--- config.mk ---
export PLATFORM = sky130hd
export DESIGN_NAME = btn_debounce
export DESIGN_NICKNAME = d
export VERILOG_FILES = /design/src/rtl/btn_debounce_pkg.sv /design/src/rtl/btn_debounce_tick.sv /design/src/rtl/btn_debounce.sv
export SDC_FILE = /design/constraint.sdc
export NUM_CORES = 1
export LEC_CHECK = 0
export ABC_CLOCK_PERIOD_IN_PS = 4900
export BUFFER_PORTS_ARGS = -buffer_cell sky130_fd_sc_hd__buf_2
export CORE_MARGIN = 2
export CORE_UTILIZATION = 45
export CTS_CLUSTER_DIAMETER = 60
export DETAILED_ROUTE_END_ITERATION = 6
export GPL_TIMING_DRIVEN = 1
export MAX_ROUTING_LAYER = met4
export PLACE_DENSITY = 0.59
export SETUP_SLACK_MARGIN = 0.2
export SLEW_MARGIN = 40
export SYNTH_ARGS = -nofsm -noshare
export SYNTH_HDL_FRONTEND = slang
export SYNTH_SLANG_ARGS = --single-unit
--- constraint.sdc ---
create_clock -name clk -period 4.9 [get_ports clk]
set_clock_uncertainty 0.05 [all_clocks]
set_input_delay 0.98 -clock clk [delete_from_list [all_inputs] [get_ports clk]]
set_output_delay 0.98 -clock clk [all_outputs]
set_load 0.02 [all_outputs]
--- src/rtl/btn_debounce_pkg.sv ---
// Shared definitions for the button debouncer and its tick divider.
package btn_debounce_pkg;

  // Per-channel debounce state. Bit 1 set means the accepted level is high.
  typedef enum logic [1:0] {
    S_LOW  = 2'd0,
    S_RISE = 2'd1,
    S_HIGH = 2'd2,
    S_FALL = 2'd3
  } db_state_e;

  // Defaults give a 1 ms sample tick at 100 MHz and a 10 ms qualification.
  localparam int unsigned TICK_DIV_DEF     = 100000;
  localparam int unsigned STABLE_TICKS_DEF = 10;

  // Accepted level for a given state: high while settled high or while a
  // falling edge is still being qualified.
  function automatic logic state_is_high(db_state_e s);
    return (s == S_HIGH) || (s == S_FALL);
  endfunction

endpackage

--- src/rtl/btn_debounce_tick.sv ---
// Free-running sample strobe divider, shared by stages needing a periodic tick.
module tick_gen
  import btn_debounce_pkg::*;
#(
  parameter int unsigned TICK_DIV = TICK_DIV_DEF
) (
  input  logic clk,
  input  logic rst_n,
  output logic tick
);

  localparam int unsigned CW = (TICK_DIV > 1) ? $clog2(TICK_DIV) : 1;
  localparam logic [CW-1:0] LAST = CW'(TICK_DIV - 1);

  logic [CW-1:0] cnt_q;
  logic [CW-1:0] cnt_d;
  logic          wrap;

  // The strobe is the terminal-count decode, so it sits in the same cycle
  // as the counter's last value and the counter restarts at 0 right after.
  assign wrap = (cnt_q == LAST);
  assign tick = wrap;

  // Next count: wrap to zero after TICK_DIV-1.
  always_comb begin
    cnt_d = cnt_q + CW'(1);
    if (wrap) begin
      cnt_d = '0;
    end
  end

  // Counter register; reset restarts the period so the first strobe lands
  // TICK_DIV cycles after release.
  always_ff @(posedge clk or negedge rst_n) begin
    if (!rst_n) begin
      cnt_q <= '0;
    end else begin
      cnt_q <= cnt_d;
    end
  end

endmodule

--- src/rtl/btn_debounce.sv ---
// Multi-channel push-button debouncer.
//
//   state  | meaning
//   S_LOW  | accepted level 0, input agrees
//   S_RISE | accepted level 0, input high, counting stable ticks
//   S_HIGH | accepted level 1, input agrees
//   S_FALL | accepted level 1, input low, counting stable ticks
//
// A change is accepted after STABLE_TICKS consecutive ticks with the
// synchronised input at the new level; any bounce, even one coinciding with
// a tick, drops straight back to the settled state and clears the count.
module btn_debounce
  import btn_debounce_pkg::*;
#(
  parameter int unsigned NBTN         = 4,
  parameter int unsigned TICK_DIV     = TICK_DIV_DEF,
  parameter int unsigned STABLE_TICKS = STABLE_TICKS_DEF
) (
  input  logic            clk,
  input  logic            rst_n,
  input  logic [NBTN-1:0] btn_in,
  output logic [NBTN-1:0] btn_out,
  output logic            tick
);

  localparam int unsigned CNT_W = $clog2(STABLE_TICKS);
  localparam logic [CNT_W-1:0] CNT_LAST = CNT_W'(STABLE_TICKS - 1);

  logic [NBTN-1:0] meta_q;
  logic [NBTN-1:0] sync_q;

  tick_gen #(
    .TICK_DIV(TICK_DIV)
  ) u_tick (
    .clk  (clk),
    .rst_n(rst_n),
    .tick (tick)
  );

  // Two-flop synchroniser for the asynchronous button levels.
  always_ff @(posedge clk or negedge rst_n) begin
    if (!rst_n) begin
      meta_q <= '0;
      sync_q <= '0;
    end else begin
      meta_q <= btn_in;
      sync_q <= meta_q;
    end
  end

  for (genvar g = 0; g < NBTN; g++) begin : g_ch
    db_state_e        state_q;
    db_state_e        state_d;
    logic [CNT_W-1:0] cnt_q;
    logic [CNT_W-1:0] cnt_d;
    logic             out_q;

    // Next-state logic: the input check comes before the tick check so a
    // bounce always wins over a coincident tick.
    always_comb begin
      state_d = state_q;
      cnt_d   = cnt_q;
      case (state_q)
        S_LOW: begin
          if (sync_q[g]) begin
            state_d = S_RISE;
            cnt_d   = '0;
          end
        end
        S_RISE: begin
          if (!sync_q[g]) begin
            state_d = S_LOW;
            cnt_d   = '0;
          end else if (tick) begin
            if (cnt_q == CNT_LAST) begin
              state_d = S_HIGH;
              cnt_d   = '0;
            end else begin
              cnt_d = cnt_q + CNT_W'(1);
            end
          end
        end
        S_HIGH: begin
          if (!sync_q[g]) begin
            state_d = S_FALL;
            cnt_d   = '0;
          end
        end
        S_FALL: begin
          if (sync_q[g]) begin
            state_d = S_HIGH;
            cnt_d   = '0;
          end else if (tick) begin
            if (cnt_q == CNT_LAST) begin
              state_d = S_LOW;
              cnt_d   = '0;
            end else begin
              cnt_d = cnt_q + CNT_W'(1);
            end
          end
        end
        default: begin
          state_d = S_LOW;
          cnt_d   = '0;
        end
      endcase
    end

    // State, count and output registers; the output is decoded from the next
    // state so it moves in the same edge that accepts the change.
    always_ff @(posedge clk or negedge rst_n) begin
      if (!rst_n) begin
        state_q <= S_LOW;
        cnt_q   <= '0;
        out_q   <= 1'b0;
      end else begin
        state_q <= state_d;
        cnt_q   <= cnt_d;
        out_q   <= state_is_high(state_d);
      end
    end

    assign btn_out[g] = out_q;
  end

endmodule
==> impl_metrics.csv <==
group,metric,value,unit
floorplan,fp.coreArea,0.00551,mm2
logic_synthesis,avgSynthCellArea,10.8,um2
logic_synthesis,synth_edf_count,0,
placed_design,pre_cts_slack,2.16,ns
logic_synthesis,synthCells,238,
drt,ant_nets,0,
setup_path,path_max_fanout,8,
global_route,grt_antenna_before_repair,0,
logic_synthesis,synth_top_area_share,50.7,%
finish,drive_gt1_share,12.3,%
logic_synthesis,ys.flop_type,"dfrtp_1",
drt,viasPerCell,5.28,
floorplan,die_area,0.00633,mm2
finish,fin_nets,266,
logic_synthesis,synth_top_cell_by_area,"dfrtp_1",
setup_path,cp.arrival,2.05,ns
clocking,ctsRootBufferMaster,"clkbuf_8",
logic_synthesis,netlist_top_cells_count,"dfrtp_1, nor2_1, nand2_1",
global_route,grt_usage,16.3,%
setup_path,cp-start-kind,"flop",
clocking,path_clk_slew,0.09,ns
finish,area_growth,8.09,%
global_route,grt_first_pass_wirelength,7.89,mm
drt,wl_per_cell,13.5,um
logic_synthesis,synthMostInstantiatedCell,"dfrtp_1",
timing,drv_slew,0,
power,powerDensity,255,mW/mm2
drt,vias,1711,
clocking,cts_tree,"yes",
floorplan,rows,27,
timing,finalWorstSetupSlack,1.82,ns
logic_synthesis,synthArstFlopShare,100,%
logic_synthesis,ys_types,41,
timing,finalHoldViolCount,0,
logic_synthesis,synth_area_leaders,"dfrtp_1, ha_1, xnor2_1",
clocking,clock_path_buffers,2,
timing,setup_violations,0,
placed_design,numPortBuffers,10,
timing,grt_setup_unrepaired,"no",
floorplan,initial_core_util,46.6,%
clocking,cts_setup_buffers,0,
power,vdd_drop_max,0.153,mV
global_route,grt_pass1_vias,1724,
setup_path,cp.required,3.87,ns
clocking,clk_latency,0.30,ns
clocking,cts_resized,0,
clocking,ctsHoldBuffers,0,
clocking,htreeDepth,2,
finish,antennaDiodeCount,0,
logic_synthesis,yosys_warnings,0,
power,cellLeakagePower,1.23,nW
timing,slew_headroom,54.2,%
logic_synthesis,seq_area_frac_synth,50.7,%
timing,min_period,3.08,ns
timing,post-route-period-util,62.9,%
outcome,status,"completed",
floorplan,num_io_pins,11,
setup_path,end_kind,"output pin",
placed_design,dp_hpwl,2.92,mm
floorplan,chipWidth,79.5,um
drt,drc,0,
global_route,overflow,0,
drt,drt-initial-drc-count,83,
hold_path,worstHoldPathCells,0,
drt,routed_wl,4.39,mm
timing,tns,0,ns
job,drv_cap,0,
drt,first_pass_iters,4,
placed_design,gp_congestion,0.839,
global_route,grt_max_degree,53,
setup_path,worstRegToRegCells,5,
hold_path,hold_path_class,"flop to flop",
setup_path,critPathKind,"flop to output pin",
floorplan,die_h,79.5,um
logic_synthesis,synth_seq_cells,52,
clocking,cts.sinks,52,
logic_synthesis,syn_area,0.00257,mm2
timing,tightest_slew,0.682,ns
timing,fmax,0.324,GHz
logic_synthesis,syn_nets,253,
clocking,cts_buffers,5,
path summary, 6_finish.rpt:
path                                 start  slack, ns          endpoint
setup / recovery           u_tick.cnt_q[5]       1.82              tick
hold / removal                   meta_q[0]       0.30         sync_q[0]
setup reg to reg           u_tick.cnt_q[5]       2.40     g_ch[1].out_q
hold reg to reg                  meta_q[0]       0.30         sync_q[0]
max in group asynchronous            rst_n       3.62  g_ch[0].cnt_q[3]
min in group asynchronous            rst_n       0.73  g_ch[0].cnt_q[0]
stage by stage:
| step | hold slack, ns | total power, W | cells | instance area (um2) | utilization (%) |
|---|---|---|---|---|---|
| final | 0.304 | 0.000707 | 324 | 2780 | 50.4 |
| after global placement | 0.282 | 0.000468 | 314 | 2670 | 48.4 |
| after CTS | 0.305 | 0.000719 | 323 | 2770 | 50.3 |
| after detailed placement | 0.285 | 0.000469 | 315 | 2680 | 48.6 |
| after floorplan | 0.281 | 0.000454 | 238 | 2570 | - |
| after global routing | 0.314 | 0.000739 | 324 | 2780 | 50.4 |
registers in the layout, summed over array words and instances, names as in the netlist:
name and cells:
g_ch.out_q 4, sync_q 4, meta_q 4, g_ch.state_q 7, g_ch.cnt_q 16, u_tick.cnt_q 17
power breakdown:
| group | switching [W] | total, W | internal [W] |
|---|---|---|---|
| clock | 0.000133 | 0.000248 | 0.000115 |
| sequential | 0.00000411 | 0.000438 | 0.000434 |
| combinational | 0.0000156 | 0.0000212 | 0.00000561 |
| total | 0.000153 | 0.000707 | 0.000555 |
routing by layer:
| metal | global-route usage (%) | routed length [um] |
|---|---|---|
| met1 | 22.8 | 2340 |
| met2 | 23.5 | 1900 |
| met3 | 3.73 | 91 |
| met4 | 5.52 | 61 |
| met5 | - | 0 |
layout make-up:
type,count,area (um2)
multi-input cells,167,1170
fillers,519,2730
well taps,72,90.1
repair buffers,13,76.3
inverters,12,45.0
flip-flops and latches,52,1300
clock buffers,8,90.1
critical path, stage by stage, from the launching register on:
cell,delay [ns]
dfrtp_1,0.46
or4b_4,0.60
nor4_2,0.44
buf_2,0.24
layout by cell type, fill, tap and decap left out, types with 2 or more instances in the layout:
master,instances
and3_1,4
dfrtp_1,52
nand4bb_1,2
nor4b_1,2
inv_1,12
buf_4,2
and2_1,5
or4_1,5
clkbuf_1,2
nand3_1,14
and3b_1,4
a211oi_1,4
xnor2_1,11
and4_1,2
nor2b_1,4
clkbuf_8,6
nor3_1,5
o32ai_1,3
mux2_2,7
a32oi_1,3
mux2i_1,3
buf_2,10
nand4_1,4
o21ai_0,11
nor2_1,19
xor2_1,6
o211ai_1,4
ha_1,9
a21oi_1,4
nand2_1,16
or3_1,5
logic make-up after synthesis:
logic type               Yosys count  share of synthesized area [%]
AO/OA/AOI/OAI                     33                           8.53
multiplexers                      11                           4.68
flip-flops                        52                           50.7
adder cells (fa/ha/maj)            9                           4.39
AND/OR/NAND/NOR                   97                           22.3
buffers and inverters             19                           3.65
XOR/XNOR                          17                           5.80
No activity file was read; power rests on OpenSTA's default activity.
